**config.mk**
```make
export PLATFORM = sky130hd
export DESIGN_NAME = handshake_arb
export DESIGN_NICKNAME = d
export VERILOG_FILES = /design/src/rtl/handshake_pkg.sv /design/src/rtl/handshake_rr_pick.sv /design/src/rtl/handshake_arb.sv
export SDC_FILE = /design/constraint.sdc
export NUM_CORES = 1
export LEC_CHECK = 0
export BUFFER_PORTS_ARGS = -buffer_cell sky130_fd_sc_hd__buf_2
export CAP_MARGIN = 20
export CORE_AREA = 4 4 62 64
export CTS_CLUSTER_DIAMETER = 150
export DETAILED_ROUTE_END_ITERATION = 8
export DIE_AREA = 0 0 66 68
export HOLD_SLACK_MARGIN = 0.15
export PLACE_DENSITY = 0.71
export SYNTH_ARGS = -nofsm -noshare
export SYNTH_HDL_FRONTEND = slang
export SYNTH_SLANG_ARGS = --single-unit
export TNS_END_PERCENT = 50
```
**constraint.sdc**
```tcl
create_clock -name clk -period 1.7 [get_ports clk]
set_input_delay 0.425 -clock clk [delete_from_list [all_inputs] [get_ports clk]]
set_output_delay 0.425 -clock clk [all_outputs]
set_load 0.03 [all_outputs]
```
**src/rtl/handshake_pkg.sv**
```systemverilog
// Shared types and constants for the round-robin handshake arbiter.
// Provides the FSM state enum, grant index width helper and beat counter width.
package handshake_pkg;

    typedef enum logic {
        IDLE  = 1'b0,
        GRANT = 1'b1
    } state_e;

    // Wide enough for MAX_BURST up to 255.
    localparam int CNT_W = 8;

    function automatic int idx_w(input int n);
        return (n < 2) ? 1 : $clog2(n);
    endfunction

endpackage

```
**src/rtl/handshake_rr_pick.sv**
```systemverilog
// Rotating-priority picker: first set request at or above i_ptr, with wrap.
// Ports: i_req (request vector), i_ptr (start index), o_found, o_idx.
module handshake_rr_pick
    import handshake_pkg::*;
#(
    parameter int N_REQ = 4,
    parameter int IDX_W = 2
) (
    input  logic [N_REQ-1:0] i_req,
    input  logic [IDX_W-1:0] i_ptr,
    output logic             o_found,
    output logic [IDX_W-1:0] o_idx
);

    logic [IDX_W:0]   w_sum;
    logic [IDX_W-1:0] w_cand;

    always_comb begin
        o_found = 1'b0;
        o_idx   = '0;
        w_sum   = '0;
        w_cand  = '0;
        for (int k = 0; k < N_REQ; k++) begin
            w_sum = {1'b0, i_ptr} + (IDX_W+1)'(k);
            if (w_sum >= (IDX_W+1)'(N_REQ)) begin
                w_sum = w_sum - (IDX_W+1)'(N_REQ);
            end
            w_cand = w_sum[IDX_W-1:0];
            if (!o_found && i_req[w_cand]) begin
                o_found = 1'b1;
                o_idx   = w_cand;
            end
        end
    end

endmodule

```
**src/rtl/handshake_arb.sv**
```systemverilog
// Round-robin arbiter sharing one registered valid/ready output among N_REQ
// producers. Ports: clk, rst_n (sync, active-low), req_valid/req_data/
// req_ready per producer, out_valid/out_data/out_ready downstream,
// grant_active/grant_idx status.
module handshake_arb
    import handshake_pkg::*;
#(
    parameter  int WIDTH     = 8,
    parameter  int N_REQ     = 4,
    parameter  int MAX_BURST = 4,
    localparam int IDX_W     = idx_w(N_REQ)
) (
    input  logic                   clk,
    input  logic                   rst_n,
    input  logic [N_REQ-1:0]       req_valid,
    input  logic [N_REQ*WIDTH-1:0] req_data,
    output logic [N_REQ-1:0]       req_ready,
    output logic                   out_valid,
    output logic [WIDTH-1:0]       out_data,
    input  logic                   out_ready,
    output logic                   grant_active,
    output logic [IDX_W-1:0]       grant_idx
);

    state_e           r_state;
    state_e           w_next;
    logic [IDX_W-1:0] r_gidx;
    logic [IDX_W-1:0] r_ptr;
    logic [CNT_W-1:0] r_cnt;
    logic             r_out_valid;
    logic [WIDTH-1:0] r_out_data;

    logic             w_found;
    logic [IDX_W-1:0] w_pick;
    logic [IDX_W-1:0] w_ptr_next;
    logic             w_slot_open;
    logic             w_gvalid;
    logic [WIDTH-1:0] w_gdata;
    logic             w_acc;
    logic             w_release;

    handshake_rr_pick #(
        .N_REQ (N_REQ),
        .IDX_W (IDX_W)
    ) u_pick (
        .i_req   (req_valid),
        .i_ptr   (r_ptr),
        .o_found (w_found),
        .o_idx   (w_pick)
    );

    assign w_slot_open = !r_out_valid || out_ready;
    assign w_gvalid    = req_valid[r_gidx];
    assign w_gdata     = req_data[r_gidx*WIDTH +: WIDTH];
    assign w_ptr_next  = (r_gidx == IDX_W'(N_REQ-1))
                       ? '0 : r_gidx + 1'b1;

    always_ff @(posedge clk) begin
        if (!rst_n) begin
            r_state <= IDLE;
        end else begin
            r_state <= w_next;
        end
    end

    // req_ready depends only on state and output slot, never on req_valid.
    always_comb begin
        w_next    = r_state;
        req_ready = '0;
        w_acc     = 1'b0;
        w_release = 1'b0;
        unique case (r_state)
            IDLE: begin
                if (w_found) begin
                    w_next = GRANT;
                end
            end
            GRANT: begin
                req_ready[r_gidx] = w_slot_open;
                w_acc     = w_gvalid && w_slot_open;
                w_release = !w_gvalid
                          || (w_acc
                          && r_cnt == CNT_W'(MAX_BURST-1));
                if (w_release) begin
                    w_next = IDLE;
                end
            end
        endcase
    end

    always_ff @(posedge clk) begin
        if (!rst_n) begin
            r_gidx      <= '0;
            r_ptr       <= '0;
            r_cnt       <= '0;
            r_out_valid <= 1'b0;
            r_out_data  <= '0;
        end else begin
            if (r_state == IDLE && w_found) begin
                r_gidx <= w_pick;
                r_cnt  <= '0;
            end
            if (w_acc) begin
                r_out_data  <= w_gdata;
                r_out_valid <= 1'b1;
                r_cnt       <= r_cnt + 1'b1;
            end else if (out_ready) begin
                r_out_valid <= 1'b0;
            end
            // Release does not wait for the output stage to drain.
            if (w_release) begin
                r_ptr <= w_ptr_next;
            end
        end
    end

    assign out_valid    = r_out_valid;
    assign out_data     = r_out_data;
    assign grant_active = (r_state == GRANT);
    assign grant_idx    = r_gidx;

endmodule

```
==> flow_summary.toml <==
[logic_synthesis]
synth_edf_count = 0
synthAdderAreaFrac_pct = 4.75
synth_most_common_cell = "nand2_1"
synth_compound_area_share_pct = 13.7
synth_mux_area_share_pct = 18.0
yosys.area.top_type = "dfxtp_1"
syn-instance-count = 149
ys_ff_latch = 22
avgSynthCellArea_sq_um = 8.84
synth-simple-area-share_pct = 25.2
ys_warn_count = 0
synth_fp_nets = 193
synth_top_area_share_pct = 33.4
async_reset_ff_share_pct = 0
synth_top_family_by_area = "simple AND/OR/NAND/NOR gates"
synth_xor_area_share_pct = 0
ys.flop_type = "dfxtp_1"
ys_top_cells_by_count = "nand2_1 (25), dfxtp_1 (22), a21oi_1 (17)"
yosys-top-cells-area = "dfxtp_1 (33%), mux4_2 (14%), nand2_1 (7.1%), a21oi_1 (6.5%), ha_1 (4.7%)"
yosysUniqueCellTypes = 36
syn_area_sq_um = 1320
seq_area_frac_synth_pct = 33.4

[timing]
rsz0062_at_grt = "true"
worstMarginPinSlew_ns = 0.378
fmax_ghz = 0.578
finalMaxSlewViolations = 0
finalSetupTns_ns = -0.0657
skew_ns = 0.00124
slew_headroom_pct = 74.5
hold_ws_ns = 0.413
fin_crit_sh_pct = 102
hold_violations = 0
setup_viol = 3
layout_setup_ws_ns = -0.0312
post-route-min-period_ns = 1.73

[power]
power_density_nw_per_um2 = 684
switching_share_pct = 30.4
clkPwrFrac_pct = 25.3
p_switching_mw = 0.421
peakVddDrop_mv = 0.334
p_comb_share_pct = 33.6
p_seq_share_pct = 41.2
power_leakage_nw = 0.856
cellInternalPower_mw = 0.962

[route]
drt_pass1_iterations = 4
vias = 1415
drt_first_iter_violations = 82
drt-vias-per-instance = 5.26
drtAntennaViolNets = 0
route.detailed.drc = 0
wl_per_cell_um = 13.6
routed_wl_mm = 3.66

[clock_tree]
cts_tree = "yes"
cts_buffers = 3
clkTransAtPathRegs_ns = 0.13
clk_latency_ns = 0.31
clk_path_buf_depth = 2
cts.sinks = 22
htreeDepth = 1
postCtsHoldBufs = 0
cts_root_buf = "clkbuf_4"

[placed_design]
place_area_sq_um = 1730
gp_congestion = 0.777
detailedPlace.worstSlack_ns = -0.112
portBuffers = 54
hpwlAfterDp_mm = 2.58

[global_route]
first_global_vias = 1316
grt_antenna_before_repair = 0
grt_overflow_total = 0
grt_pass1_wl_mm = 5.58
grtUsageTotal_pct = 16.0
grt_max_degree = 16

[finish]
fillers = 278
utilization_pct = 61.6
drive_gt1_share_pct = 49.3
antenna_cells = 0
area_growth_pct = 53.5
finalInstanceArea_sq_um = 2020
layout.nets = 268

[critical_path]
cp-start-kind = "register"
cp.required_ns = 1.27
worst_ep_arrival_time_ns = 1.31
cp_max_fo = 5
critPathKind = "reg2out"
end_kind = "output pin"

[die]
num_io_pins = 55
die_height_um = 68
rows = 21
dieWidth_um = 66
start_util_pct = 40.1
die-area_sq_um = 4490
core_area_sq_um = 3280

[outcome]
outcome = "finished with violations"
failed_checks = "setup timing"

[flow_run]
max-cap-violations = 0

[worst_hold_path]
worstHoldPathType = "in2reg"
==> sequential cells by signal (all words and copies together) (netlist names) <==
signal / count
grant_active: 1
grant_idx: 2
out_valid: 1
r_cnt: 8
r_ptr: 2
out_data: 8
==> placed cells by master, fill, tap and decap left out, types with 3 or more instances in the layout <==
cell	instances
a21oi_1	16
a31oi_1	3
and3_4	5
buf_2	50
buf_4	17
buf_6	11
clkbuf_4	3
dfxtp_1	19
ha_4	4
mux4_2	8
nand2_1	25
nand3_1	10
nor2_1	3
nor2b_1	3
nor3b_1	3
o21ai_1	3
or3_1	3
==> metal layers <==
metal	vias to the layer above	global-route usage, %	part of all wire [%]
li1	694	-	-
met1	654	19.5	41
met2	61	28.0	52
met3	6	2.46	5.1
met4	0	6.85	1.9
met5	-	0	0
==> power groups by stage <==
stage / Combinational, mW / Sequential, mW / Clock, mW
after floorplan: 0.187 / 0.618 / 0
after global placement: 0.368 / 0.576 / 0
after detailed placement: 0.371 / 0.577 / 0
after CTS: 0.437 / 0.567 / 0.357
after global routing: 0.499 / 0.573 / 0.376
final: 0.464 / 0.569 / 0.349
==> worst max-delay path, cell delays in order, from the launching register on <==
cell and delay [ns]:
dfxtp_4 0.38, buf_12 0.14, inv_8 0.06, ha_4 0.11, and3_4 0.18, buf_6 0.12
==> layout make-up <==
class	instances	area (sq um)	share of cell area (%)
Clock buffer	4	47.5	2.35
Inverter	4	27.5	1.36
Multi-Input combinational cell	113	901	44.6
Sequential cell	22	447	22.1
Tap cell	46	57.6	2.85
Timing Repair Buffer	80	542	26.8
==> logic make-up after synthesis <==
logic type | Yosys count
AO/OA/AOI/OAI | 31
multiplexers | 12
AND/OR/NAND/NOR | 65
adder cells (fa/ha/maj) | 5
buffers and inverters | 14
flip-flops | 22
==> per-stage QoR <==
step                power, mW  instances
global route             1.45        269
finish                   1.38        269
CTS                      1.36        266
detailed placement      0.947        255
floorplan               0.805        149
global placement        0.944        255
==> path summary, 6_finish.rpt <==
path,startpoint,to,slack [ns],cells past startpoint
worst min-delay path,rst_n,r_ptr[1],0.41,3
worst max-delay path,grant_idx[0],req_ready[0],-0.03,5
worst min register to register,out_data[5],out_data[5],0.47,2
worst max register to register,grant_idx[0],r_cnt[6],0.03,6
==> timing repair <==
| action | 4_1_cts | 5_1_grt |
|---|---|---|
| setup buffers | 7 | 3 |
| pin swaps | 6 | 10 |
| resized for setup | 34 | 10 |
| endpoints found under the setup margin | 4 | 14 |
Note: power is estimated with default switching activity, not from simulation.
